**src/rtl/echo_gain_datapath_pkg.sv**
```systemverilog
// Shared constants, tap-count encoding and output saturation for the echo mixer.
package echo_pkg;

   localparam int GAIN_MAX  = 20;
   localparam int TAP1_DIV  = 20;
   localparam int TAP2_DIV  = 80;
   localparam int TAP2_MULT = 3;
   localparam int SUM_W     = 19;

   typedef enum logic [1:0] {
      REP_DRY = 2'b00,
      REP_ONE = 2'b01,
      REP_TWO = 2'b10
   } rep_e;

   localparam logic signed [SUM_W-1:0] SAT_HI = 19'sd32767;
   localparam logic signed [SUM_W-1:0] SAT_LO = -19'sd32768;

   function automatic logic signed [15:0] sat16(input logic signed [SUM_W-1:0] v);
      if (v > SAT_HI)
         return 16'sh7fff;
      else if (v < SAT_LO)
         return 16'sh8000;
      else
         return v[15:0];
   endfunction

endpackage

```
**src/rtl/echo_gain_datapath_sdiv_const.sv**
```systemverilog
// Combinational signed divide by a fixed constant, rounding toward zero.
module sdiv_const #(
   parameter int DATA_W  = 16,
   parameter int QW      = 12,
   parameter int DIVISOR = 20
) (
   input  logic signed [DATA_W-1:0] din,
   output logic signed [QW-1:0]     quot
);

   int q_full;

   // Integer division of a signed operand already truncates toward zero.
   assign q_full = int'(din) / DIVISOR;
   assign quot   = QW'(q_full);

endmodule

```
**src/rtl/echo_gain_datapath.sv**
```systemverilog
// Two-tap feed-forward echo mixer: divide, scale and mix delayed taps with the
// dry sample, saturate, and register through a two-stage pipeline.
module echo_gain_datapath #(
   parameter int DATA_W   = 16,
   parameter int GAIN_W   = 5,
   parameter int GAIN_MAX = 20
) (
   input  logic                     clk,
   input  logic                     rst_n,
   input  logic                     in_valid,
   input  logic                     bypass,
   input  logic [GAIN_W-1:0]        delay_gain,
   input  logic [1:0]               repeat_sel,
   input  logic signed [DATA_W-1:0] x_n,
   input  logic signed [DATA_W-1:0] x_n_1,
   input  logic signed [DATA_W-1:0] x_n_2,
   output logic signed [DATA_W-1:0] out,
   output logic                     out_valid
);

   import echo_pkg::*;

   localparam int Q1_W = 12;
   localparam int Q2_W = 10;
   localparam int P_W  = 18;

   localparam logic [GAIN_W-1:0]     GMAX  = GAIN_W'(GAIN_MAX);
   localparam logic signed [P_W-1:0] MULT3 = P_W'(TAP2_MULT);

   logic [GAIN_W-1:0]     geff;
   logic signed [Q1_W-1:0] q1;
   logic signed [Q2_W-1:0] q2;
   logic signed [P_W-1:0]  g1;
   logic signed [P_W-1:0]  g3;
   logic signed [P_W-1:0]  p1;
   logic signed [P_W-1:0]  p2;

   logic                     s1_valid;
   logic                     s1_bypass;
   rep_e                     s1_rep;
   logic signed [DATA_W-1:0] s1_x;
   logic signed [P_W-1:0]    s1_p1;
   logic signed [P_W-1:0]    s1_p2;

   logic signed [SUM_W-1:0]  sum1;
   logic signed [SUM_W-1:0]  sum2;
   logic signed [DATA_W-1:0] mix;

   assign geff = (delay_gain > GMAX) ? GMAX : delay_gain;

   sdiv_const #(.DATA_W(DATA_W), .QW(Q1_W), .DIVISOR(TAP1_DIV)) u_div_tap1 (
      .din  (x_n_1),
      .quot (q1)
   );

   sdiv_const #(.DATA_W(DATA_W), .QW(Q2_W), .DIVISOR(TAP2_DIV)) u_div_tap2 (
      .din  (x_n_2),
      .quot (q2)
   );

   // Dividing first loses precision on purpose; it keeps the multipliers narrow.
   assign g1 = signed'(P_W'(geff));
   assign g3 = g1 * MULT3;
   assign p1 = P_W'(q1) * g1;
   assign p2 = P_W'(q2) * g3;

   always_ff @(posedge clk or negedge rst_n) begin
      if (!rst_n) begin
         s1_valid  <= 1'b0;
         s1_bypass <= 1'b0;
         s1_rep    <= REP_DRY;
         s1_x      <= '0;
         s1_p1     <= '0;
         s1_p2     <= '0;
      end else begin
         s1_valid <= in_valid;
         if (in_valid) begin
            s1_bypass <= bypass;
            s1_rep    <= rep_e'(repeat_sel);
            s1_x      <= x_n;
            s1_p1     <= p1;
            s1_p2     <= p2;
         end
      end
   end

   assign sum1 = SUM_W'(s1_x) + SUM_W'(s1_p1);
   assign sum2 = sum1 + SUM_W'(s1_p2);

   // Encoding 2'b11 falls through to the two-tap mix.
   always_comb begin
      mix = s1_x;
      if (s1_bypass || s1_rep == REP_DRY)
         mix = s1_x;
      else if (s1_rep == REP_ONE)
         mix = DATA_W'(sat16(sum1));
      else
         mix = DATA_W'(sat16(sum2));
   end

   always_ff @(posedge clk or negedge rst_n) begin
      if (!rst_n) begin
         out       <= '0;
         out_valid <= 1'b0;
      end else begin
         out_valid <= s1_valid;
         if (s1_valid)
            out <= mix;
      end
   end

endmodule

```
**config.mk**
```make
export PLATFORM = sky130hd
export DESIGN_NAME = echo_gain_datapath
export DESIGN_NICKNAME = d
export VERILOG_FILES = /design/src/rtl/echo_gain_datapath_pkg.sv /design/src/rtl/echo_gain_datapath_sdiv_const.sv /design/src/rtl/echo_gain_datapath.sv
export SDC_FILE = /design/constraint.sdc
export NUM_CORES = 1
export LEC_CHECK = 0
export ABC_AREA = 1
export ABC_CLOCK_PERIOD_IN_PS = 6100
export CORE_MARGIN = 1
export CORE_UTILIZATION = 45
export DETAILED_ROUTE_END_ITERATION = 12
export SETUP_SLACK_MARGIN = 0.2
export SYNTH_ARGS = -nofsm -noshare
export SYNTH_HDL_FRONTEND = slang
export SYNTH_SLANG_ARGS = --single-unit
```
**constraint.sdc**
```tcl
create_clock -name clk -period 6.1 [get_ports clk]
set_input_delay 0.61 -clock clk [delete_from_list [all_inputs] [get_ports clk]]
set_output_delay 0.61 -clock clk [all_outputs]
set_load 0.01 [all_outputs]
```
Word level (Yosys, flattened, before mapping)
Cells that the tools add are included.
{"block": "totals", "regBits": 73, "inputBits": 59, "out_inout_bits": 17, "wordCells": 30}
{"block": "op_classes", "add_sub_neg": 2, "multipliers": 3, "n_div": 2, "magnitude_cmp": 5, "n_eq_ne": 1, "mux": 7, "n_reduce_logical": 2}
{"operator": "$mux 16", "n": 6}
{"operator": "$gt 19x16->1 const B", "n": 2}
{"operator": "$lt 19x16->1 const B", "n": 2}
{"operator": "$div 32x6->32 const B", "n": 1}
{"operator": "$div 32x8->32 const B", "n": 1}
{"operator": "$add 16x18->19", "n": 1}
{"operator": "$add 19x18->19", "n": 1}
{"operator": "$mul 10x8->18", "n": 1}
{"operator": "$mul 12x6->18", "n": 1}
{"operator": "$mul 5x2->7 const B", "n": 1}
{"operator": "$gt 5x5->1 const B", "n": 1}
{"operator": "$mux 5", "n": 1}
{"operator": "$eq 2x1->1 const B", "n": 1}
{"operator": "$logic_not 2->1", "n": 1}
{"operator": "$logic_or 1x1->1", "n": 1}

Depth between registers and ports, before layout
Gate-level depths: netlist of the first run.
{"block": "logic_depth", "word_depth": 7, "mapped_depth": 96, "depth_no_buf": 95}

Hierarchy
A second synthesis of the first run with hierarchy kept.
{"block": "unflattened", "cells_unflattened": 2008, "hier_area_um2": 13430.4}
{"module": "echo_gain_datapath", "n_inst": 1, "cells_each": 1401, "area_each_um2": 10137.2, "seq_area_each_um2": 1826.8}
{"module": "sdiv_const (u_div_tap1)", "n_inst": 1, "cells_each": 326, "area_each_um2": 1757.9, "seq_area_each_um2": 0.0}
{"module": "sdiv_const (u_div_tap2)", "n_inst": 1, "cells_each": 281, "area_each_um2": 1535.2, "seq_area_each_um2": 0.0}

Worst setup path before layout of the first run
No wires, ideal clock.
{"block": "synth_path", "path_kind": "input-to-reg", "startpoint": "input x_n_2[0]", "endpoint": "register s1_p2[17]", "setup_ns": 0.136, "t_arrival_ns": 9.377, "required_ns": 5.964, "setup_slack_ns": -3.413, "path_stages": 75, "path_buffers": 0, "cell_sequence": "inv_1 > ha_1 > inv_1 > nor2_1 > nand3_1 > nor3_2 > or2_2 > xor2_1 > inv_1 > nand2_1 > o21ai_0 > nor2_2 > nor2_2 > nor2_1 > nand2_1 > nand2_2 > nand2_4 > inv_2 > [39 not listed] > ha_1 > inv_1 > o31ai_1 > inv_1 > nor2_1 > o21ai_0 > nand2_1 > a21o_1 > a21oi_1 > o31ai_1 > nand3_1 > nand2_1 > nand2_1 > inv_1 > o21ai_0 > nand2_1 > xor2_1 > o21ai_0"}
{"block": "synth_between", "elab_chain_len": 2}
{"element": "from (decl)", "line_no": "echo_gain_datapath.sv:16", "rtl": "input logic signed [DATA_W-1:0] x_n_2,"}
{"element": "$div 32x8->32", "line_no": "echo_gain_datapath_sdiv_const.sv:14", "rtl": "assign q_full = int'(din) / DIVISOR;"}
{"element": "$mul 10x8->18", "line_no": "echo_gain_datapath.sv:65", "rtl": "assign p2 = P_W'(q2) * g3;"}
{"element": "to (signal assigned)", "line_no": "echo_gain_datapath.sv:82", "rtl": "s1_p2 <= p2;"}
{"element": "to (decl)", "line_no": "echo_gain_datapath.sv:43", "rtl": "logic signed [P_W-1:0] s1_p2;"}
Every way passes these cells.
A chain may end at the register's enable or synchronous reset.

Final worst setup path of the first run
{"block": "layout_path", "startpoint": "input x_n_2[5]", "endpoint": "register s1_p2[17]"}
The elaborated chain is that of the path after synthesis.

==> results of run 1 <==
layout by cell type, fill, tap and decap left out, types with 15 or more instances in the layout:
| cell type | netlist | layout |
|---|---|---|
| nand3_4 | 2 | 24 |
| dfrtp_1 | 73 | 73 |
| fa_1 | 96 | 90 |
| nand2_1 | 347 | 247 |
| nand2_2 | 41 | 91 |
| inv_2 | 33 | 63 |
| nand4_1 | 15 | 15 |
| o21ai_0 | 68 | 35 |
| nor2_4 | 4 | 21 |
| nand2_4 | 20 | 65 |
| a31oi_1 | 16 | 15 |
| nand3_1 | 114 | 75 |
| buf_6 | 2 | 61 |
| xor2_1 | 65 | 54 |
| inv_1 | 336 | 287 |
| ha_1 | 113 | 86 |
| nor2_1 | 142 | 120 |
| buf_4 | 2 | 508 |
| inv_4 | 1 | 17 |
| o21ai_1 | 7 | 22 |
| nand3_2 | 16 | 33 |
| ha_4 | 0 | 26 |
| clkdlybuf4s50_1 | 0 | 48 |
| a21oi_1 | 75 | 62 |
per-layer routing:
layer | up-vias | global-route usage, % | share of wire (%)
met4 | 0 | 10.27 | 5.3
met2 | 401 | 47.54 | 51
met1 | 6502 | 31.39 | 41
met3 | 180 | 2.163 | 3.3
li1 | 6641 | - | -
met5 | - | 0 | 0
path summary, 6_finish.rpt:
path	endpoint	slack (ns)	cells past startpoint
worst min register to register	s1_p1[16]	0.49	2
max in group asynchronous	s1_x[6]	5.12	1
worst max register to register	out[11]	0.54	29
min in group clk	s1_p1[16]	0.49	2
worst min-delay path	s1_p2[13]	0.41	1
worst max-delay path	s1_p2[17]	-3.92	73
metrics by stage:
| step | util, % | setup slack (ns) |
|---|---|---|
| floorplan | - | -3.035 |
| global placement | 59.38 | -4.134 |
| detailed placement | 59.38 | -4.367 |
| CTS | 69.26 | -3.279 |
| global route | 74.46 | -4.505 |
| finish | 74.46 | -3.921 |
timing repair:
action | 4_1_cts | 5_1_grt
endpoints found under the setup margin | 34 | 51
buffers inserted | 202 | 56
pin swaps | 179 | 149
resized for setup | 269 | 235
state kept, by name, summed over array words and instances, names as in the netlist:
register / flops
s1_valid: 1
out_valid: 1
s1_bypass: 1
s1_p2: 18
s1_p1: 18
s1_x: 16
out: 16
s1_rep: 2
synth_stat cells, types with 9 or more instances:
| cell type | count | area share, % |
|---|---|---|
| nand2_1 | 347 | 11 |
| inv_1 | 336 | 10 |
| nor2_1 | 142 | 4.3 |
| nand3_1 | 114 | 4.7 |
| ha_1 | 113 | 12 |
| fa_1 | 96 | 16 |
| a21oi_1 | 75 | 3.1 |
| dfrtp_1 | 73 | 15 |
| o21ai_0 | 68 | 2.8 |
| xor2_1 | 65 | 4.6 |
| nand2_2 | 41 | 2.1 |
| inv_2 | 33 | 1.0 |
| clkbuf_1 | 21 | 0.64 |
| nand2_4 | 20 | 1.8 |
| xnor2_1 | 19 | 1.4 |
| a31oi_1 | 16 | 0.82 |
| nand3_2 | 16 | 1.3 |
| o21bai_1 | 16 | 0.98 |
| nand4_1 | 15 | 0.77 |
| o31ai_1 | 12 | 0.73 |
| or2_2 | 11 | 0.56 |
| a211o_1 | 9 | 0.64 |
kinds of logic (layout without fill, tap and decap cells):
| group | after synthesis | count (layout) |
|---|---|---|
| and+or+nand+nor | 741 | 741 |
| AOI/OAI and AO/OA | 218 | 218 |
| xor gates and xnor gates | 84 | 84 |
| DFF | 73 | 73 |
| buffers and inverters | 407 | 1032 |
| adders and majority gates | 209 | 209 |
cell type report:
| cell class | count | area share [%] |
|---|---|---|
| Multi-Input combinational cell | 1252 | 53.66 |
| Timing Repair Buffer | 640 | 26.01 |
| Sequential cell | 73 | 9.128 |
| Inverter | 376 | 7.472 |
| Tap cell | 341 | 2.132 |
| Clock buffer | 10 | 1.144 |
| Clock inverter | 6 | 0.4502 |
critical path: cells and delay by family:
kind                     cells  cell delay [ns]
AND/OR/NAND/NOR             45             4.60
buffers and inverters       10             0.83
AO/OA/AOI/OAI                9             1.12
XOR/XNOR                     3             0.57
adder cells (fa/ha/maj)      6             2.46
==> flow_metrics.py, run 1 <==
metrics = {
    "outcome": {
        "status": "finished with violations",
        "violations": "setup timing",
    },
    "yosys": {
        "syn_avg_cell_area_sq_um": 7.081,
        "synth_top_family_by_area": "simple AND/OR/NAND/NOR gates",
        "yosys.area_share.simple_pct": 28.74,
        "ys_seq_area_share_pct": 14.89,
        "postSynthCellCount": 1732,
        "async_flop_share_pct": 100.0,
        "synth_edf_count": 0,
        "ys_seq_elements": 73,
        "synth_compound_area_share_pct": 10.34,
        "synth_fa_ha_area_share_pct": 27.20,
        "synth_ff_type": "dfrtp_1",
        "synth_nets": 2000,
        "synth_mux_area_share_pct": 0,
        "synth_cell_types": 49,
        "synth_xor_area_share_pct": 5.999,
        "syn_area_sq_um": 12260,
        "ys.warnings.count": 0,
    },
    "sta": {
        "slew_violations": 0,
        "fin_crit_sh_pct": 164.3,
        "fmax_mhz": 99.79,
        "slew_headroom_pct": 33.84,
        "rsz0062_at_grt": "true",
        "fin_crit_ns": 10.02,
        "final-setup-viol-count": 34,
        "worst_pin_slew_ns": 0.9924,
        "hold_violations": 0,
        "tns_ns": -97.86,
        "hold_slack_ns": 0.4065,
        "clock_skew_ns": 0.008065,
        "fin_ws_ns": -3.921,
    },
    "flow_run": {
        "maxCapViolations": 0,
    },
    "placement": {
        "gp_congestion": 0.8824,
        "placed_area_sq_um": 15960,
        "place_inst": 2424,
        "place_hpwl_microns": 25100,
        "io_buffers": 75,
    },
    "clocking": {
        "clk_pin_slew_worst_paths_ns": 0.06,
        "root_buffer": "clkbuf_16",
        "cts_buffers": 9,
        "cts_htree_levels": 3,
        "holdBufCountCts": 0,
        "clkSinkCount": 73,
        "cts_max_path_buffers": 2,
        "insertion_delay_ns": 0.34,
        "cts_tree": "yes",
    },
    "setup_path": {
        "critPathKind": "primary input to register",
        "cp.required_ns": 6.30,
        "crit_arrival_ns": 10.22,
        "critPathMaxStageDelay_ns": 0.54,
        "crit_path_top_delay_cell": "fa_1",
        "reg2reg_from": "s1_x[0]",
        "startpoint_type": "primary input",
        "startpoint": "x_n_2[5]",
        "end_kind": "register",
        "crit_fanout": 5,
        "crit_top_cell": "nand2_2",
    },
    "floorplanning": {
        "ios": 76,
        "core-area_sq_um": 26880,
        "dieArea_sq_um": 27920,
        "rows": 60,
        "die_h_microns": 167.1,
        "initial_utilization_pct": 45.63,
        "fp.dieW_microns": 167.1,
    },
    "drt": {
        "route.vias.total": 13720,
        "avgViaCountPerCell": 5.087,
        "wire_per_inst_microns": 15.15,
        "finalWirelength_microns": 40870,
        "drt_iter0_drc": 687,
        "drc": 0,
        "ant_nets": 0,
        "detailedRoute.firstPassIterationCount": 5,
    },
    "finish": {
        "fill_cells": 1866,
        "regArea_sq_um": 1827,
        "layout.nets": 2620,
        "final_cells": 2698,
        "diodes": 0,
        "area_growth_pct": 63.17,
        "drive_gt1_share_pct": 44.34,
        "design_area_sq_um": 20010,
        "multiInputGateArea_sq_um": 10740,
    },
    "global_routing": {
        "grt.overflow.total": 0,
        "grtUsageTotal_pct": 25.99,
        "grt_first_pass_wirelength_microns": 60220,
        "grt_pass1_vias": 13430,
        "antenna_found_initial": 0,
        "grt_max_degree": 74,
    },
    "hold_path": {
        "hp-class": "primary input to asynchronous set/reset pin",
    },
}
Power of run 1 is not shown: default switching activity piles up to over one toggle a cycle in this logic, so the estimate is an artifact.
==> run 2, diff against run 1 <==
Settings changed: CAP_MARGIN from default to 10.
==> results of run 2 <==
No change in the layout: final DEF, timing and power equal those of run 1.
Power of run 2 is left out for the same reason.
